### config.mk
export PLATFORM = sky130hd
export DESIGN_NAME = apple1_kbd_pia
export DESIGN_NICKNAME = d
export VERILOG_FILES = /design/src/rtl/apple1_pkg.sv /design/src/rtl/kbd_fifo.sv /design/src/rtl/apple1_kbd_pia.sv
export SDC_FILE = /design/constraint.sdc
export NUM_CORES = 1
export LEC_CHECK = 0
export ABC_AREA = 1
export CAP_MARGIN = 10
export CORE_MARGIN = 2
export CORE_UTILIZATION = 30
export DETAILED_ROUTE_END_ITERATION = 7
export DONT_BUFFER_PORTS = 1
export GPL_TIMING_DRIVEN = 1
export PLACE_DENSITY = 0.48
export RECOVER_POWER = 50
export SYNTH_ARGS = -nofsm -noshare
export SYNTH_HDL_FRONTEND = slang
export SYNTH_HIERARCHICAL = 1
export SYNTH_SLANG_ARGS = --single-unit
### constraint.sdc
create_clock -name sys_clock -period 2.6 [get_ports sys_clock]
set_input_delay 0.52 -clock sys_clock [delete_from_list [all_inputs] [get_ports sys_clock]]
set_output_delay 0.52 -clock sys_clock [all_outputs]
set_load 0.01 [all_outputs]
### src/rtl/apple1_pkg.sv
// Shared constants, state encoding and key mapping for the Apple-1 keyboard port.
// Defining KBD_UPCASE_EN folds lower case to upper case and maps DEL to the Apple-1 rubout '_'.
package apple1_pkg;

    localparam logic       KBD_OFS   = 1'b0;
    localparam logic       KBDCR_OFS = 1'b1;
    localparam logic [6:0] ASCII_DEL = 7'h7F;
    localparam logic [6:0] ASCII_US  = 7'h5F;

    typedef enum logic [1:0] {
        EMPTY = 2'd0,
        HELD  = 2'd1,
        GAP   = 2'd2
    } kbd_state_t;

    function automatic logic [6:0] kbd_map(input logic [6:0] key);
        logic [6:0] res;
        res = key;
`ifdef KBD_UPCASE_EN
        if (key >= 7'h61 && key <= 7'h7A)
            res = key - 7'h20;
        else if (key == ASCII_DEL)
            res = ASCII_US;
`endif
        return res;
    endfunction

endpackage

### src/rtl/kbd_fifo.sv
// Synchronous FIFO with combinational head output; level is 0..DEPTH.
// A push while full is taken only when a pop frees a slot in the same cycle.
module kbd_fifo #(
    parameter int DEPTH = 16,
    parameter int WIDTH = 7
) (
    input  logic                       sys_clock,
    input  logic                       reset,
    input  logic                       clear,
    input  logic                       push,
    input  logic                       pop,
    input  logic [WIDTH-1:0]           din,
    output logic [WIDTH-1:0]           dout,
    output logic                       full,
    output logic                       empty,
    output logic [$clog2(DEPTH+1)-1:0] level
);

    localparam int AW = $clog2(DEPTH);
    localparam int LW = $clog2(DEPTH+1);

    logic [WIDTH-1:0] mem [DEPTH];
    logic [AW-1:0]    wr_ptr;
    logic [AW-1:0]    rd_ptr;
    logic             do_push;
    logic             do_pop;

    assign full    = (level == LW'(DEPTH));
    assign empty   = (level == '0);
    assign dout    = mem[rd_ptr];
    assign do_pop  = pop & !empty;
    assign do_push = push & (!full | do_pop);

    always_ff @(posedge sys_clock) begin
        if (do_push && !clear)
            mem[wr_ptr] <= din;
    end

    // Pointers wrap naturally because DEPTH is a power of two.
    always_ff @(posedge sys_clock) begin
        if (reset || clear) begin
            wr_ptr <= '0;
            rd_ptr <= '0;
            level  <= '0;
        end else begin
            if (do_push)
                wr_ptr <= wr_ptr + AW'(1);
            if (do_pop)
                rd_ptr <= rd_ptr + AW'(1);
            case ({do_push, do_pop})
                2'b10:   level <= level + LW'(1);
                2'b01:   level <= level - LW'(1);
                default: level <= level;
            endcase
        end
    end

endmodule

### src/rtl/apple1_kbd_pia.sv
// Apple-1 KBD/KBDCR port: buffers decoder keys, presents one at a time via a holding register.
// dout registered on the cpu_clken edge; key_ready low when the FIFO is full, excess keys set overflow.
module apple1_kbd_pia
    import apple1_pkg::*;
#(
    parameter int DEPTH       = 16,
    parameter int PACE_CYCLES = 0
) (
    input  logic                       sys_clock,
    input  logic                       reset,
    input  logic                       cpu_clken,
    input  logic                       cs,
    input  logic                       address,
    input  logic                       we,
    output logic [7:0]                 dout,
    input  logic                       key_valid,
    input  logic [6:0]                 key_ascii,
    output logic                       key_ready,
    input  logic                       flush,
    output logic                       overflow,
    output logic [$clog2(DEPTH+1)-1:0] fifo_level
);

    localparam int CW = (PACE_CYCLES > 1) ? $clog2(PACE_CYCLES) : 1;

    kbd_state_t state;
    logic [6:0]    hold;
    logic [CW-1:0] pace_cnt;
    logic [6:0]    fifo_dout;
    logic          fifo_full;
    logic          fifo_empty;
    logic          fifo_pop;
    logic          kbd_rd;
    logic          ready;

    assign kbd_rd    = cpu_clken & cs & !we & (address == KBD_OFS);
    assign ready     = (state == HELD);
    assign fifo_pop  = (state == EMPTY) & !fifo_empty & !flush;
    assign key_ready = !fifo_full;

    kbd_fifo #(
        .DEPTH (DEPTH),
        .WIDTH (7)
    ) u_fifo (
        .sys_clock (sys_clock),
        .reset     (reset),
        .clear     (flush),
        .push      (key_valid & !flush),
        .pop       (fifo_pop),
        .din       (kbd_map(key_ascii)),
        .dout      (fifo_dout),
        .full      (fifo_full),
        .empty     (fifo_empty),
        .level     (fifo_level)
    );

    always_ff @(posedge sys_clock) begin
        if (reset || flush) begin
            state    <= EMPTY;
            pace_cnt <= '0;
        end else begin
            case (state)
                EMPTY: if (!fifo_empty) state <= HELD;
                HELD: begin
                    if (kbd_rd) begin
                        if (PACE_CYCLES == 0) begin
                            state <= EMPTY;
                        end else begin
                            state    <= GAP;
                            pace_cnt <= CW'(PACE_CYCLES - 1);
                        end
                    end
                end
                GAP: begin
                    if (cpu_clken) begin
                        if (pace_cnt == '0)
                            state <= EMPTY;
                        else
                            pace_cnt <= pace_cnt - CW'(1);
                    end
                end
                default: state <= EMPTY;
            endcase
        end
    end

    always_ff @(posedge sys_clock) begin
        if (reset)
            hold <= 7'h00;
        else if (fifo_pop)
            hold <= fifo_dout;
    end

    // Read data reflects the state before this edge's KBD read retires the key.
    always_ff @(posedge sys_clock) begin
        if (reset)
            dout <= 8'h00;
        else if (cpu_clken && cs)
            dout <= (address == KBDCR_OFS) ? {ready, 7'b0} : {1'b1, hold};
    end

    always_ff @(posedge sys_clock) begin
        if (reset || flush)
            overflow <= 1'b0;
        else if (key_valid && fifo_full && !fifo_pop)
            overflow <= 1'b1;
    end

endmodule

==> results of run 1 <==
==> through the flow <==
stage	utilization, %	hold WS [ns]	setup slack (ns)
finish	35.53	0.1632	0.2488
global route	35.53	0.1461	0.02868
CTS	35.60	0.1443	0.2368
detailed placement	32.46	0.4817	0.2548
global placement	32.46	0.4674	0.2718
floorplan	-	0.4468	0.4592
==> kinds of logic (layout without fill, tap and decap cells) <==
logic type | Yosys count | in the layout | share of synthesized area [%]
AO/OA/AOI/OAI | 118 | 118 | 10.94
XOR/XNOR | 3 | 3 | 0.4254
adder cells (fa/ha/maj) | 9 | 9 | 1.944
buffers and inverters | 111 | 141 | 7.615
flip-flops | 146 | 146 | 65.45
AND/OR/NAND/NOR | 185 | 185 | 13.63
==> cells in the final DEF, fill, tap and decap left out, types with 5 or more instances in the layout <==
cell type,n
edfxtp_1,112
inv_1,83
nand3_1,62
nand2_1,59
nor2_1,49
a21oi_1,44
o21ai_0,39
dfxtp_1,32
o211ai_1,28
clkbuf_16,21
buf_4,15
ha_1,8
o21ai_1,5
clkbuf_1,5
==> per-layer routing <==
layer,wire [um],vias to the layer above,share of wire [%],global-route usage (%)
met2,6572,56,49,22.21
met4,274,0,2.1,5.673
met1,6091,1890,46,15.86
li1,-,1990,-,-
met5,0,-,0,0
met3,383,18,2.9,3.086
==> final timing paths <==
path	start	endpoint	slack (ns)	cells past startpoint
worst max-delay path	u_fifo/level[4]$_SDFFE_PP0P_	u_fifo/level[4]$_SDFFE_PP0P_	0.25	15
worst min-delay path	reset	dout[4]$_SDFFE_PP0P_	0.16	1
worst max register to register	u_fifo/level[4]$_SDFFE_PP0P_	u_fifo/level[4]$_SDFFE_PP0P_	0.25	15
worst min register to register	u_fifo/rd_ptr[2]$_SDFFE_PP0N_	flop	0.49	2
==> state kept, by name, summed over array words and instances, names as in the netlist, named ones only <==
name / count
u_fifo/rd_ptr: 4
hold: 7
overflow: 1
u_fifo/level: 5
dout: 8
u_fifo/mem: 112
u_fifo/wr_ptr: 4
state: 1
==> report_power, final <==
group | switching (mW) | total (mW) | internal (mW) | leakage (nW)
logic | 0.0996 | 0.145 | 0.0456 | 1.01
clock network | 0.938 | 2.53 | 1.59 | 0.315
registers | 0.0171 | 2.55 | 2.53 | 1.28
==> layout make-up <==
type,instances,area (um2)
fill,1960,13050
tap,270,337.8
timing repair buffer,21,167.7
clock buffer,24,550.5
clock inverter,8,85.08
inverter,88,337.8
sequential,146,4046
multi-input combinational,315,1664
==> critical path, delay by kind of cell, from the launching register on <==
| family | cells | cell delay (ns) |
|---|---|---|
| AO/OA/AOI/OAI | 1 | 0.12 |
| flip-flops | 1 | 0.46 |
| buffers and inverters | 4 | 0.38 |
| adder cells (fa/ha/maj) | 1 | 0.40 |
| AND/OR/NAND/NOR | 9 | 0.92 |
==> results.md, run 1 <==
* Status: completed
* Die extent in x at roughly 150 um
* Iteration-0 DRC Markers at between 200 and 300
* Max Slew Vio Count at 0
* YS warnings at 6
* Critical path class: reg -> reg
* I/O Buffers at 0
* DR DRC count at 0
* Worst Hold Class: in -> reg
* CTS clock-pin slew for the worst setup and hold paths at roughly 0.06 ns
* Post-synth ARST share at 0%
* Nets at ~600
* Syn Std Cell Area at approximately 0.006 mm2
* Post-layout instance area at a little over 0.007 mm2
* Routed WL at ~13,000 um
* Setup tns final at 0 ns
* Part of the Yosys area used for sequential elements at between 60 and 70%
* Worst path cell trace: inv_1 > nand3_2 > inv_1 > nor2_4 > nand2_4 > inv_6 > nand2_2 > inv_2 > nand2_4 > fa_1 > nand3b_1 > nand3_1 > nand2_1 > a21oi_1 > nor2_1
* CTS tree: done
* Post-CTS setup buffer count at 0
* Slew headroom at around half
* Clock skew at approximately 0.007 ns
* Clock Tree Buf Depth at 2
* Most instantiated cells after synthesis: edfxtp_1, inv_1, nand3_1
* Clock Latency Late Sink at roughly 0.42 ns
* Mapped Nets at ~600
* Post-synth EDFFs at 112
* CTS buffer count at 17
* Endpoints failing setup at 0
* Fin crit share at around 90%
* Num rows at 52
* Largest net degree at the start of global routing at around 110
* GRT Util Overall at 13.06%
* Most frequent cell after synthesis: edfxtp_1
* Gpl congestion at between 0.7 and 0.8
* Final period demand of the worst path at around 2.4 ns
* IO Count at 30
* WL/cell at roughly 15 um
* Max cap viols at 0
* Via count at around 4,000
* Vias in the first global route at approximately 4,000
* First-pass GRT wire length at about 21,000 um
* Yosys cell types at 30
* Largest stage delay, worst path at 0.46 ns
* Via density at around 4.5
* Placed cells at 840
* Ant. Diodes at 0
* Critical path launch point type: flop
* Cells after synthesis at ~570
* Hold violation total from the final report at 0
* WP data required at between 2 and 3 ns
* Leakage power at 2.609 nW
* Cell area after placement at about 0.0066 mm2
* Total chip power at roughly 5.2 mW
* Setup crit end kind: flop
* Root buffer cell: clkbuf_16
* Area grow syn2layout at 16.36%
* Final std cells w/o fill at 872
* Die Span Y at 147.5 um
* Cell taking the most area after synthesis: edfxtp_1
* Avg Cell Area, Syn at 10.80 um2
* PD cells at about 730 mW/mm2
* Routed Antenna Nets at 0
* Htree depth at 4
* Global route total overflow at 0
* CP arrival at ~2.7 ns
* Synth Flop Type: edfxtp_1
* Initial Utilization at a little under a third
* Slew @ Worst Pin at 0.7199 ns
* #FFs+latches synth at 146
* Post-CTS sizing at 0
* Critical Path Fanout Max at 9
* Core area at between 0.02 and 0.025 mm2
* HPWL Detailed at ~8700 um
* VDD IR-drop max at 0.0003853 V
* Post-cts hold buffer count at 0
* Crit-path slowest cell: dfxtp_1
* Die area at ~0.022 mm2
* Initial antenna violation count at 0
* Post-synth top area share at 54.43%
* F_max at approximately 430 MHz
* Synth area leaders: edfxtp_1, dfxtp_1, inv_1
* Layout cell share with drive strength beyond 1 at roughly an eighth
* RSZ-0062 raised after global routing: no
* Drt first pass iters at 4
* Clock Sinks at roughly 150
(Power assumes the default switching activity.)
==> run 2: changes to the inputs <==
--- a/config.mk
+++ b/config.mk
@@ -8,12 +8,11 @@
 export ABC_AREA = 1
 export CAP_MARGIN = 10
 export CORE_MARGIN = 2
-export CORE_UTILIZATION = 30
+export CORE_UTILIZATION = 50
 export DETAILED_ROUTE_END_ITERATION = 7
 export DONT_BUFFER_PORTS = 1
 export GPL_TIMING_DRIVEN = 1
-export PLACE_DENSITY = 0.48
-export RECOVER_POWER = 50
+export PLACE_DENSITY = 0.69
 export SYNTH_ARGS = -nofsm -noshare
 export SYNTH_HDL_FRONTEND = slang
 export SYNTH_HIERARCHICAL = 1
==> run 2 against run 1 <==
Compared with the run above:
- clock power down 8.7%
- routed wire length is 6.4% lower
- via count rose by 2.3%
- flip-flop and latch count unchanged
- clock-buffer cell count shrank 2
- sequential power hardly changed
- largest power group unchanged
- highest routed layer unchanged
==> results.md, run 2 (same netlist as run 1, synthesis figures left out) <==
* Status: completed
* PD cells at 714.8 mW/mm2
* Clock skew at about 0.0093 ns
* Most frequent cells in the layout: edfxtp_1, inv_1, nand3_1, nand2_1, nor2_1
* Largest net degree at the start of global routing at 57
* Routed Antenna Nets at 0
* CP arrival at around 2.7 ns
* Crit-path slowest cell: dfxtp_1
* Clock Sinks at between 100 and 150
* Die Span Y at about 120 um
* RSZ-0062 raised after global routing: no
* First-pass GRT wire length at 19,900 um
* Area of the multi-input gates at 0.001664 mm2
* Hold Path Stages at 1
* Via density at around 5.3
* Critical path class: reg -> reg
* Global route total overflow at 0
* WL/cell at between 15 and 20 um
* Num rows at 40
* R2R depth at 15
* Post-CTS sizing at 0
* Die extent in x at roughly 120 um
* Vias in the first global route at 3,777
* CTS buffer count at 17
* HPWL Detailed at around 8000 um
* Routed WL at between 10,000 and 15,000 um
* Endpoints failing setup at 0
* Htree depth at 4
* Hold violation total from the final report at 0
* Top delay family on crit path: simple AND/OR/NAND/NOR gates
* Most flop-heavy register: u_fifo/mem
* Ant. Diodes at 0
* Worst path cell trace: nor2_4 > nand3_2 > inv_1 > nor2_4 > nand2_4 > inv_6 > nand2_2 > inv_2 > nand2_4 > fa_1 > nand3b_1 > nand3_1 > nand2_1 > a21oi_1 > nor2_1
* I/O Buffers at 0
* FILL cells at roughly 990
* IO Count at 30
* RR Startpoint: u_fifo/level[3]$_SDFFE_PP0P_
* Clock Tree Buf Depth at 2
* R2R Path End: u_fifo/level[4]$_SDFFE_PP0P_
* GRT Util Overall at approximately a fifth
* Max cap viols at 0
* Max Slew Vio Count at 0
* Initial antenna violation count at 0
* Clock Latency Late Sink at roughly 0.42 ns
* Crit path buf inv count at 3
* Commonest non-fill, non-tap cell in the layout: edfxtp_1
* Initial Utilization at between 50% and 60%
* Slew @ Worst Pin at 0.7427 ns
* VDD IR-drop max at between 0.0003 and 0.0004 V
* Post-cts hold buffer count at 0
* Max FFs per register at around 110
* Die area at 0.01326 mm2
* Nets at just over 600
* Worst Min Path Start: reset
* DR DRC count at 0
* Post-CTS setup buffer count at 0
* Sequential Area at around 0.004 mm2
* Critical Path Fanout Max at 9
* Core area at around 0.012 mm2
* Root buffer cell: clkbuf_16
* Setup crit end kind: flop
* Total chip power at around 5.0 mW
* Worst Hold Class: in -> reg
* R2R Setup Slk at between 0.2 and 0.25 ns
* Final period demand of the worst path at 2.382 ns
* Drt first pass iters at 5
* Area grow syn2layout at 13.26%
* Fin crit share at 91.62%
* Leakage power at 2.578 nW
* Critical path launch point type: flop
* Layout cell share with drive strength beyond 1 at 11.37%
* Gpl congestion at between 0.9 and 1
* F_max at roughly 420 MHz
* WHS at about 0.16 ns
* WP data required at between 2 and 3 ns
* CTS tree: done
* Iteration-0 DRC Markers at 388
* Top flop regs: u_fifo/mem (112), dout (8), hold (7)
* CTS clock-pin slew for the worst setup and hold paths at about 0.060 ns
* Largest stage delay, worst path at around 0.47 ns
* Via count at 4,044
* Hold EP: dout[6]$_SDFFE_PP0P_
* Slew headroom at about half
* Setup tns final at 0 ns
## run 2: cell count changes in the layout (fill, tap and decap cells not counted), sizes merged
cell,previous run,this run
clkbuf,28,22
inv,90,92
bufinv,1,0
clkinvlp,0,1
## run 2: area by class of cell
cell class / instances / area share [%]
Clock buffer: 22 / 7.259
Timing Repair Buffer: 17 / 2.360
Inverter: 88 / 4.827
Tap cell: 168 / 3.004
Clock inverter: 10 / 0.9655
Sequential cell: 146 / 57.80
Multi-Input combinational cell: 315 / 23.78
## run 2: per-stage QoR
stage / std cells / worst slack, ns / util, % / cell area (um2)
global placement: 734 / 0.3122 / 53.25 / 6422
detailed placement: 734 / 0.2561 / 53.25 / 6422
floorplan: 572 / 0.4592 / - / 6178
CTS: 766 / 0.2031 / 58.02 / 6998
finish: 766 / 0.2180 / 58.02 / 6998
global route: 766 / 0.001718 / 58.02 / 6998
## run 2: metal layers
metal | share of wire (%) | GRT usage, % | routed length [um]
met1 | 45 | 27.53 | 5588
met5 | 0 | 0 | 0
met2 | 48 | 31.61 | 6038
met3 | 4.9 | 4.533 | 614
met4 | 1.8 | 8.353 | 223
## run 2: how the worst max path moves through the flow
stage                                       startpoint                      endpoint  cells after the start
final                     u_fifo/level[3]$_SDFFE_PP0P_  u_fifo/level[4]$_SDFFE_PP0P_                     15
after global routing      u_fifo/level[0]$_SDFFE_PP0P_  u_fifo/level[4]$_SDFFE_PP0P_                     15
after CTS                 u_fifo/level[3]$_SDFFE_PP0P_  u_fifo/level[4]$_SDFFE_PP0P_                     15
after detailed placement  u_fifo/level[3]$_SDFFE_PP0P_  u_fifo/level[4]$_SDFFE_PP0P_                     15
after global placement    u_fifo/level[3]$_SDFFE_PP0P_  u_fifo/level[4]$_SDFFE_PP0P_                     15
after floorplan           u_fifo/level[3]$_SDFFE_PP0P_  u_fifo/level[4]$_SDFFE_PP0P_                     15
## run 2: power breakdown
group          internal (mW)  switching [mW]  total, mW
Sequential              2.53          0.0187       2.55
Clock                   1.39           0.918       2.31
Combinational         0.0461          0.0961      0.142
